**src/rtl/oam_dma_ctrl_if.sv**
```systemverilog
// CPU-bus / OAM bundle between the top-level bus mux and the sprite-DMA sequencer.
// The sequencer connects through the slave modport; the bus side uses master.
interface oam_dma_ctrl_if;
   logic [15:0] cpu_addr;
   logic [7:0]  cpu_data_out;
   logic        cpu_rw_n;
   logic [7:0]  bus_data_in;
   logic        cpu_halt;
   logic        dma_bus_own;
   logic [15:0] dma_addr;
   logic        dma_rden;
   logic        oam_wren;
   logic [7:0]  oam_addr;
   logic [7:0]  oam_data;
   logic        dma_done;

   modport slave (
      input  cpu_addr, cpu_data_out, cpu_rw_n, bus_data_in,
      output cpu_halt, dma_bus_own, dma_addr, dma_rden,
      output oam_wren, oam_addr, oam_data, dma_done
   );

   modport master (
      output cpu_addr, cpu_data_out, cpu_rw_n, bus_data_in,
      input  cpu_halt, dma_bus_own, dma_addr, dma_rden,
      input  oam_wren, oam_addr, oam_data, dma_done
   );
endinterface

```
**src/rtl/oam_dma_ctrl.sv**
```systemverilog
// Sprite-DMA sequencer: a CPU write to DMA_REG_ADDR halts the CPU and copies one page into OAM.
// Optional macro OAM_DMA_ALIGN_EN adds get/put parity tracking and the ALIGN state.
module oam_dma_ctrl #(
   parameter logic [15:0] DMA_REG_ADDR = 16'h4014,
   parameter int unsigned XFER_LEN     = 256
) (
   input logic           CLK,
   input logic           RESET,
   input logic           ENABLE,
   oam_dma_ctrl_if.slave bus
);

   typedef enum logic [2:0] {
      S_IDLE  = 3'd0,
      S_HALT  = 3'd1,
      S_ALIGN = 3'd2,
      S_GET   = 3'd3,
      S_PUT   = 3'd4
   } state_e;

   localparam logic [7:0] LAST_IDX = 8'(XFER_LEN - 1);

   state_e     state_q, state_d;
   logic [7:0] page_q, page_d;
   logic [7:0] idx_q, idx_d;
   logic       done_q, done_d;
   logic       trigger;

   assign trigger = (state_q == S_IDLE) && !bus.cpu_rw_n && (bus.cpu_addr == DMA_REG_ADDR);

`ifdef OAM_DMA_ALIGN_EN
   logic par_q, par_d;

   // GET always lands on par==0, so the flop toggles on every enabled cycle
   always_ff @(posedge CLK) begin
      if (RESET) begin
         par_q <= 1'b0;
      end else begin
         par_q <= par_d;
      end
   end

   always_comb begin
      if (ENABLE) begin
         par_d = ~par_q;
      end else begin
         par_d = par_q;
      end
   end
`endif

   always_ff @(posedge CLK) begin
      if (RESET) begin
         state_q <= S_IDLE;
         page_q  <= 8'd0;
         idx_q   <= 8'd0;
         done_q  <= 1'b0;
      end else begin
         state_q <= state_d;
         page_q  <= page_d;
         idx_q   <= idx_d;
         done_q  <= done_d;
      end
   end

   always_comb begin
      state_d = state_q;
      page_d  = page_q;
      idx_d   = idx_q;
      done_d  = done_q;
      if (ENABLE) begin
         done_d = 1'b0;
         case (state_q)
            S_IDLE: begin
               if (trigger) begin
                  page_d  = bus.cpu_data_out;
                  idx_d   = 8'd0;
                  state_d = S_HALT;
               end else begin
                  state_d = S_IDLE;
               end
            end
`ifdef OAM_DMA_ALIGN_EN
            S_HALT: begin
               if (par_q) begin
                  state_d = S_GET;
               end else begin
                  state_d = S_ALIGN;
               end
            end
            S_ALIGN: state_d = S_GET;
`else
            S_HALT:  state_d = S_GET;
`endif
            S_GET:   state_d = S_PUT;
            S_PUT: begin
               if (idx_q == LAST_IDX) begin
                  idx_d   = 8'd0;
                  done_d  = 1'b1;
                  state_d = S_IDLE;
               end else begin
                  idx_d   = idx_q + 8'd1;
                  state_d = S_GET;
               end
            end
            default: state_d = S_IDLE;
         endcase
      end else begin
         state_d = state_q;
      end
   end

   // Outputs decode from registered state; only oam_data passes the bus through
   always_comb begin
      bus.cpu_halt    = 1'b0;
      bus.dma_bus_own = 1'b0;
      bus.dma_addr    = 16'h0000;
      bus.dma_rden    = 1'b0;
      bus.oam_wren    = 1'b0;
      bus.oam_addr    = 8'h00;
      bus.oam_data    = 8'h00;
      bus.dma_done    = done_q;
      case (state_q)
         S_IDLE:  bus.cpu_halt = 1'b0;
         S_HALT:  bus.cpu_halt = 1'b1;
         S_ALIGN: bus.cpu_halt = 1'b1;
         S_GET: begin
            bus.cpu_halt    = 1'b1;
            bus.dma_bus_own = 1'b1;
            bus.dma_addr    = {page_q, idx_q};
            bus.dma_rden    = 1'b1;
            bus.oam_addr    = idx_q;
         end
         S_PUT: begin
            bus.cpu_halt    = 1'b1;
            bus.dma_bus_own = 1'b1;
            bus.dma_addr    = {page_q, idx_q};
            bus.oam_wren    = 1'b1;
            bus.oam_addr    = idx_q;
            bus.oam_data    = bus.bus_data_in;
         end
         default: bus.cpu_halt = 1'b0;
      endcase
   end

endmodule

```
**src/flat_wrapper.sv**
```systemverilog
// flat-port wrapper written by rule: the top's interface ports become plain ports
module oam_dma_ctrl_flat 
#(
   parameter logic [15:0] DMA_REG_ADDR = 16'h4014,
   parameter int unsigned XFER_LEN     = 256
)
  (CLK, RESET, ENABLE, bus_cpu_addr, bus_cpu_data_out, bus_cpu_rw_n, bus_bus_data_in, bus_cpu_halt, bus_dma_bus_own, bus_dma_addr, bus_dma_rden, bus_oam_wren, bus_oam_addr, bus_oam_data, bus_dma_done);
  oam_dma_ctrl_if bus_i ();
  input logic CLK;
  input logic RESET;
  input logic ENABLE;
  input wire logic [$bits(bus_i.cpu_addr)-1:0] bus_cpu_addr;
  input wire logic [$bits(bus_i.cpu_data_out)-1:0] bus_cpu_data_out;
  input wire logic [$bits(bus_i.cpu_rw_n)-1:0] bus_cpu_rw_n;
  input wire logic [$bits(bus_i.bus_data_in)-1:0] bus_bus_data_in;
  output wire logic [$bits(bus_i.cpu_halt)-1:0] bus_cpu_halt;
  output wire logic [$bits(bus_i.dma_bus_own)-1:0] bus_dma_bus_own;
  output wire logic [$bits(bus_i.dma_addr)-1:0] bus_dma_addr;
  output wire logic [$bits(bus_i.dma_rden)-1:0] bus_dma_rden;
  output wire logic [$bits(bus_i.oam_wren)-1:0] bus_oam_wren;
  output wire logic [$bits(bus_i.oam_addr)-1:0] bus_oam_addr;
  output wire logic [$bits(bus_i.oam_data)-1:0] bus_oam_data;
  output wire logic [$bits(bus_i.dma_done)-1:0] bus_dma_done;
  assign bus_i.cpu_addr = bus_cpu_addr;
  assign bus_i.cpu_data_out = bus_cpu_data_out;
  assign bus_i.cpu_rw_n = bus_cpu_rw_n;
  assign bus_i.bus_data_in = bus_bus_data_in;
  assign bus_cpu_halt = bus_i.cpu_halt;
  assign bus_dma_bus_own = bus_i.dma_bus_own;
  assign bus_dma_addr = bus_i.dma_addr;
  assign bus_dma_rden = bus_i.dma_rden;
  assign bus_oam_wren = bus_i.oam_wren;
  assign bus_oam_addr = bus_i.oam_addr;
  assign bus_oam_data = bus_i.oam_data;
  assign bus_dma_done = bus_i.dma_done;
  oam_dma_ctrl #(.DMA_REG_ADDR(DMA_REG_ADDR), .XFER_LEN(XFER_LEN)) u_core (.CLK(CLK), .RESET(RESET), .ENABLE(ENABLE), .bus(bus_i));
endmodule
```
**config.mk**
```make
export PLATFORM = sky130hd
export DESIGN_NAME = oam_dma_ctrl_flat
export DESIGN_NICKNAME = d
export VERILOG_FILES = /design/src/rtl/oam_dma_ctrl_if.sv /design/src/rtl/oam_dma_ctrl.sv /design/src/flat_wrapper.sv
export SDC_FILE = /design/constraint.sdc
export NUM_CORES = 1
export LEC_CHECK = 0
export ABC_AREA = 1
export BUFFER_PORTS_ARGS = -buffer_cell sky130_fd_sc_hd__buf_2
export CAP_MARGIN = 40
export CELL_PAD_IN_SITES_DETAIL_PLACEMENT = 0
export CELL_PAD_IN_SITES_GLOBAL_PLACEMENT = 1
export CORE_MARGIN = 1.5
export CORE_UTILIZATION = 30
export DETAILED_ROUTE_END_ITERATION = 12
export GPL_TIMING_DRIVEN = 0
export PLACE_DENSITY_LB_ADDON = 0.05
export RECOVER_POWER = 100
export SKIP_CTS_REPAIR_TIMING = 1
export SLEW_MARGIN = 20
export SYNTH_ARGS = -nofsm -noshare
export SYNTH_HDL_FRONTEND = slang
export SYNTH_SLANG_ARGS = --single-unit
```
**constraint.sdc**
```tcl
create_clock -name CLK -period 3.7 [get_ports CLK]
set_clock_uncertainty 0.2 [all_clocks]
set_input_delay 0.74 -clock CLK [delete_from_list [all_inputs] [get_ports CLK]]
set_output_delay 0.74 -clock CLK [all_outputs]
set_load 0.01 [all_outputs]
```
# Yosys cells after proc, flatten, opt, wreduce, memory -nomap -nowiden
# Index checks and enable logic that the tools add are counted.
[word_totals]
register_bits = 20
latch_bits = 0
mem_bits_rw = 0
romBits = 0
in_bits = 36
out_inout_bits = 37
word_cells = 36
memories = 0
[classes]
n_addsub = 1
n_mul = 0
div = 0
order_cmp = 0
n_eq_ne = 7
n_shift = 0
mux = 15
bitwise = 0
reduce_logical = 9
[ops]
columns = ["cell", "count"]
rows = [
  ["8-bit 2-to-1 mux", 4],
  ["16-bit by 15-bit == test with 1-bit output (second input constant)", 1],
  ["16-bit 2-to-1 mux", 1],
  ["8-bit one-hot mux with 2 select lines", 1],
  ["3-bit one-hot mux with 4 select lines", 1],
  ["8-bit by 1-bit adder with 8-bit output (second input constant)", 1],
  ["8-bit == test (second input constant)", 1],
  ["1-bit 2-to-1 mux", 7],
  ["3-bit by 2-bit == test with 1-bit output (second input constant)", 2],
  ["3-bit AND reduction", 2],
  ["4-bit OR reduction", 1],
  ["3-bit by 1-bit == test with 1-bit output (second input constant)", 1],
  ["3-bit == test (second input constant)", 1],
  ["3-bit logical NOT", 1],
  ["1-bit logical AND", 2],
  ["2-bit 2-to-1 mux", 1],
  ["2-bit by 1-bit inequality test with 1-bit output (second input constant)", 1],
  ["2-bit nonzero test", 1],
  ["2-bit OR reduction", 1],
  ["1-bit logical NOT", 1],
]

# Logic depth before layout (Yosys ltp)
# Gate-level depths: netlist of run 1.
[depth]
word_depth = 5
mapped_depth = 10
ltp_nobuf = 10

# Worst setup path after synthesis of run 1
# No wires, ideal clock.
[synth_path]
path_type = "flip-flop to output port"
startpoint = "reg u_core.state_q[0]"
endpoint = "out bus_oam_addr[3]"
arrival_ps = 1421
required_time_ps = 2760
slack_ps = 1339
path_stages_with_launch = 7
n_path_buf = 2
path_cell_list = "dfxtp_1 > inv_1 > nor3_4 > nor2_4 > buf_4 > nor2_1 > buf_4"
[synth_between]
elab_chain_cells = 3
elab_cells_between_ends = 4
classes_between = "2 x eq/ne; 1 x mux; 1 x reduce/logical"
[synth_lines]
columns = ["item", "line", "source"]
rows = [
  ["from (decl)", "oam_dma_ctrl.sv:23", "state_e state_q, state_d;"],
  ["from (signal assigned)", "oam_dma_ctrl.sv:59", "state_q <= state_d;"],
  ["3-bit by 2-bit == test with 1-bit output / 3-bit == test (equally long branches)", "oam_dma_ctrl.sv:123", "case (state_q)"],
  ["2-bit OR reduction (no line) *", "-", ""],
  ["8-bit 2-to-1 mux *", "oam_dma_ctrl.sv:123", ""],
  ["to (decl)", "flat_wrapper.sv:21", "output wire logic [$bits(bus_i.oam_addr)-1:0] bus_oam_addr;"],
]
# Every way passes the cells marked *; elsewhere a longest branch is shown, timed or not.

# Worst setup path after layout of run 1
[layout_path]
startpoint = "reg u_core.state_q[0]"
endpoint = "out bus_oam_addr[4]"
# Same word-level chain as after synthesis.

==> results of run 1 <==
==> per-layer routing <==
layer | vias to the layer above | wire [um] | share of wire (%) | track usage, %
li1 | 816 | - | - | -
met5 | - | 0 | 0 | 0
met2 | 24 | 1726 | 47 | 27.83
met4 | 0 | 17 | 0.46 | 2.564
met1 | 649 | 1798 | 49 | 19.70
met3 | 2 | 123 | 3.4 | 3.463
==> path summary, 6_finish.rpt <==
check	slack, ps	cells past startpoint	to
min	300	2	u_core.idx_q[3]$_SDFFE_PP0P_
max	780	7	bus_oam_addr[4]
max reg2reg	1640	4	u_core.idx_q[7]$_SDFFE_PP0P_
min reg2reg	300	2	u_core.idx_q[3]$_SDFFE_PP0P_
==> critical path, cell delays in order (launching register included) <==
cell      delay, ps
dfxtp_1         420
inv_1            90
nor3_1          450
nor2_4          130
buf_4           210
nor2_1          150
buf_4           130
clkbuf_1        140
==> registers in the layout, indices dropped and copies added (netlist names) <==
register             cells
u_core.page_q            8
u_core.idx_q             8
u_core.state_q           3
u_core.bus.dma_done      1
==> power groups by stage <==
stage	Combinational [uW]	Clock, uW	Sequential (uW)
after floorplan	40.6	0	227
after global placement	75.0	0	227
after detailed placement	75.4	0	227
after CTS	75.6	231	222
after global routing	79.9	237	222
final	69.4	221	222
==> kinds of logic (layout without fill, tap and decap cells) <==
family	after synthesis	after routing	synth area share (%)
AO/OA/AOI/OAI	22	22	8.535
adder cells (fa/ha/maj)	1	1	0.9275
buffers and inverters	51	127	18.18
flip-flops	20	20	29.68
AND/OR/NAND/NOR	123	123	42.67
==> placed cells by master, fill, tap and decap left out, drive strengths merged <==
| cell type | n |
|---|---|
| nand4 | 1 |
| dfxtp | 20 |
| buf | 49 |
| nor3b | 2 |
| inv | 38 |
| nor2 | 55 |
| nor3 | 11 |
| o21ai | 10 |
| nand2 | 37 |
| o211ai | 1 |
| ha | 1 |
| clkbuf | 39 |
| a21oi | 10 |
| bufinv | 1 |
| a211oi | 1 |
| nand3 | 17 |
==> stage by stage <==
step           power [uW]  worst slack, ps  std cells
2_1_floorplan       267.5             1339        217
3_3_place_gp        302.4             1121        341
3_5_place_dp        302.7             1138        341
4_1_cts             528.9            830.1        345
5_1_grt             539.5            526.8        345
6_report            512.2            780.1        345
==> cells in the mapped netlist, drive strengths merged <==
library cell,n
nor2,55
inv,38
nand2,37
dfxtp,20
nand3,17
buf,13
nor3,11
a21oi,10
o21ai,10
nor3b,2
a211oi,1
ha,1
nand4,1
o211ai,1
==> cell type report <==
| type | count | area [um^2] |
|---|---|---|
| fill | 516 | 2610 |
| multi-input combinational | 146 | 659.4 |
| sequential | 20 | 400.4 |
| timing repair buffer | 72 | 319.1 |
| inverter | 38 | 142.6 |
| buffer | 13 | 86.33 |
| tap | 52 | 65.06 |
| clock buffer | 3 | 41.29 |
| clock inverter | 1 | 30.03 |
==> impl_metrics.yaml, run 1 <==
run_status:
  status: "finished, final reports clean"
floorplanning:
  die_h_um: 70.05
  coreArea_mm2: 0.004354
  die_area_mm2: 0.004907
  start_util_pct: 30.98
  die_w_um: 70.05
  row_count: 24
  ios: 73
detailed_routing:
  ant_nets: 0
  viasPerCell: 4.322
  drc_errors: 0
  drt-total-wl_um: 3666
  first_pass_iters: 4
  dr_total_vias: 1491
  drt_iter0_markers: 69
  detail_route.wl_per_cell_um: 10.63
sta:
  worst_pin_slew_ps: 1225
  hold_viol_final: 0
  period_share_pct: 78.92
  rsz0062_at_grt: "no"
  holdWs_ps: 302.0
  setup_tns_ps: 0
  finalMaxSlewViolations: 0
  max_freq_mhz: 342.5
  min_period_ps: 2920
  maxSlewHeadroom_pct: 17.72
  setup_viol: 0
power_and_ir_drop:
  p_clk_share_pct: 43.2
  comb_power_share_pct: 13.6
  vdd_drop_max_mv: 0.1376
  power_frac_seq_pct: 43.3
  p_leak_uw: 0.0008179
  pwr_density_cell_mw_per_mm2: 293.7
  swShare_pct: 23.64
  p_sw_uw: 121.1
  p_int_uw: 391.1
clock_tree:
  cts_buffer_depth: 2
  cts_tree: "yes"
  clkTransAtPathRegs_ps: 80
  clkLatencyLatePin_ps: 260
  cts-root-buf: "clkbuf_8"
  clock_sinks: 20
  cts_max_level: 1
  numCtsBuffers: 3
logic_synthesis:
  ys_ff_latch: 20
  synth_top_area_cell: "dfxtp_1"
  yosysTopAreaCellShare_pct: 29.68
  synth_nets: 254
  avgSynthCellArea_um2: 6.216
  ys_types: 23
  synthCells: 217
  synth_area_leaders: "dfxtp_1, nor2_1, inv_1"
  synth_area_mm2: 0.001349
  yosysSeqAreaShare_pct: 29.68
  ys_warn_count: 0
worst_setup_path:
  cp_data_arrival_time_ps: 1980
  regToRegStartpoint: "u_core.state_q[0]$_SDFFE_PP0P_"
  crit_path_end_kind: "primary output"
  path_max_fanout: 10
  path_class: "reg2out"
  crit_path_start_kind: "flip-flop"
  critPathRequiredTime_ps: 2760
  crit_start: "u_core.state_q[0]$_SDFFE_PP0P_"
finish:
  final_nets: 331
  diodes: 0
  layout-drive-gt1-share_pct: 19.45
  area_delta_synth_final_pct: 29.31
  finalCoreUtilization_pct: 40.06
  fin_area_mm2: 0.001744
global_route:
  overflow: 0
  grt_max_degree: 13
  grt_pass1_wl_um: 6320
  antenna_found_initial: 0
  grt_pass1_vias: 1415
  track_usage_pct: 15.68
place:
  place_area_mm2: 0.001774
  dp_hpwl_um: 2780
  portBuffers: 72
  gp_congestion: 0.7645
min_path:
  min_path_type: "reg2reg"
  hold_path.startpoint: "u_core.idx_q[3]$_SDFFE_PP0P_"
run:
  drv_cap: 0
(Power assumes the default switching activity.)
==> run 2, diff against run 1 <==
- CORE_UTILIZATION: 30 -> 29
- clock period: 3.7 -> 2.9 ns (I/O delays scaled with it)
==> run 2 against run 1 <==
Compared with the run above:
- critical path depth rose by 1
- sequential cell count did not move
- hold slack got worse by 2.1 ps
- setup slack got worse by 480 ps
- routed wire length fell by 5.2%
- cell area rose by 0.86%
- sequential share of layout area fell by 0.20 points
- die area rose by 3.3%
- non-clock buffer count did not move
- final cell count did not move
- register-to-register slack got worse by 740 ps
- clock-buffer cell count did not move
- largest power group is now the clock network
==> impl_metrics.yaml, run 2 (synthesis gave the netlist of run 1 again) <==
run_status:
  status: "finished, final reports clean"
detailed_routing:
  drt_iter0_markers: 60
  ant_nets: 0
  first_pass_iters: 5
  viasPerCell: 4.261
  detail_route.wl_per_cell_um: 10.07
  drt-total-wl_um: 3475
  drc_errors: 0
  dr_total_vias: 1470
global_route:
  grt_pass1_vias: 1344
  overflow: 0
  grt_pass1_wl_um: 5816
  antenna_found_initial: 0
  track_usage_pct: 13.85
  grt_max_degree: 13
finish:
  mostFrequentLayoutCell: "nor2_1"
  nFillCells: 531
  area_delta_synth_final_pct: 30.43
  seq_area_um2: 400.4
  top_regs: "u_core.idx_q: 8 flops, u_core.page_q: 8 flops, u_core.state_q: 3 flops"
  fin_area_mm2: 0.001759
  layout_common_cells: "nor2_1, inv_1, buf_2"
  diodes: 0
  layout-drive-gt1-share_pct: 19.45
  multiInputGateArea_um2: 668.1
  final_nets: 331
worst_setup_path:
  path_class: "reg2out"
  timing.rr.end: "u_core.idx_q[1]$_SDFFE_PP0P_"
  cp_top_family: "buffers and inverters"
  critPathRequiredTime_ps: 2120
  cpPeakStageDelay_ps: 410
  regToRegStartpoint: "u_core.state_q[0]$_SDFFE_PP0P_"
  cp_cell_sequence: "nor2_1, nand2_1, inv_1, nor2_4, buf_4, nor2_1, buf_4, clkbuf_1"
  reg2reg_depth: 4
  path_max_fanout: 10
  crit_path_start_kind: "flip-flop"
  r2r_slack_ps: 900
  critPathBufInv: 4
  cp_slowest_cell: "dfxtp_1"
  cp.depth: 8
  crit_path_end_kind: "primary output"
  cp_data_arrival_time_ps: 1820
floorplanning:
  coreArea_mm2: 0.004414
  die_area_mm2: 0.005069
  row_count: 24
  die_h_um: 71.20
  ios: 73
  die_w_um: 71.20
  start_util_pct: 30.56
sta:
  maxSlewHeadroom_pct: 21.37
  finalMaxSlewViolations: 0
  setup_tns_ps: 0
  max_freq_mhz: 384.0
  rsz0062_at_grt: "no"
  hold_viol_final: 0
  worst_pin_slew_ps: 1170
  setup_ws_ps: 295.8
  min_period_ps: 2604
  period_share_pct: 89.80
  setup_viol: 0
place:
  dp_slack_ps: 504.2
  portBuffers: 72
  place_area_mm2: 0.001774
  gp_congestion: 0.7497
  dp_hpwl_um: 2691
min_path:
  min_delay_path_depth: 2
  min_to: "u_core.idx_q[4]$_SDFFE_PP0P_"
  hold_path.startpoint: "u_core.idx_q[4]$_SDFFE_PP0P_"
  min_path_type: "reg2reg"
clock_tree:
  cts_buffer_depth: 2
  cts-root-buf: "clkbuf_8"
  cts_tree: "yes"
  numCtsBuffers: 3
  clock_sinks: 20
  clkLatencyLatePin_ps: 260
  clkTransAtPathRegs_ps: 80
  cts_max_level: 1
run:
  drv_cap: 0
power_and_ir_drop:
  p_leak_uw: 0.0008203
  pwr_density_cell_mw_per_mm2: 373.3
  vdd_drop_max_mv: 0.1886
-- run 2: cell count changes in the layout (fill, tap and decap cells not counted) --
cell    before  now
nor2_2       1    0
nor2_1      53   54
nor3_1      11   10
nor3_4       0    1
buf_6        0    1
buf_2       39   38
-- run 2: worst max-delay path by stage --
stage | from | endpoint | slack, ps
final | u_core.state_q[0]$_SDFFE_PP0P_ | bus_oam_addr[3] | 300
after global routing | u_core.state_q[0]$_SDFFE_PP0P_ | bus_oam_addr[3] | 90
after CTS | u_core.state_q[0]$_SDFFE_PP0P_ | bus_oam_addr[3] | 200
after detailed placement | u_core.state_q[0]$_SDFFE_PP0P_ | bus_oam_addr[3] | 500
after global placement | u_core.state_q[0]$_SDFFE_PP0P_ | bus_oam_addr[3] | 490
after floorplan | u_core.state_q[0]$_SDFFE_PP0P_ | bus_oam_addr[3] | 700
-- run 2: where the power goes --
group,switching [uW],internal [uW]
clock,100,184
sequential,4.51,279
combinational,52.3,36.9
-- run 2: layout make-up --
type	instances	area share, %
Buffer	13	5.334
Clock buffer	3	2.347
Clock inverter	1	1.707
Inverter	38	8.108
Multi-Input combinational cell	146	37.98
Sequential cell	20	22.76
Tap cell	52	3.698
Timing Repair Buffer	72	18.07
-- run 2: worst register-to-register path: cells and delay by family, from the launching register on --
kind            cells  cell delay (ps)
simple gates        3             1180
flops               1              360
compound gates      1              170
-- run 2: per-layer routing --
| metal | global-route usage, % | part of all wire [%] |
|---|---|---|
| met1 | 19.06 | 51 |
| met2 | 22.12 | 41 |
| met3 | 2.707 | 7.8 |
| met4 | 3.774 | 0.49 |
| met5 | 0 | 0 |
-- run 2: per-stage QoR --
stage	power, uW	utilization [%]	cells	hold WS [ps]
after floorplan	341.3	-	217	259.7
after global placement	386.1	40.19	341	292.8
after detailed placement	385.9	40.19	341	291.8
after CTS	670.7	41.81	345	303.9
after global routing	687.0	39.85	345	323.2
final	656.6	39.85	345	299.8
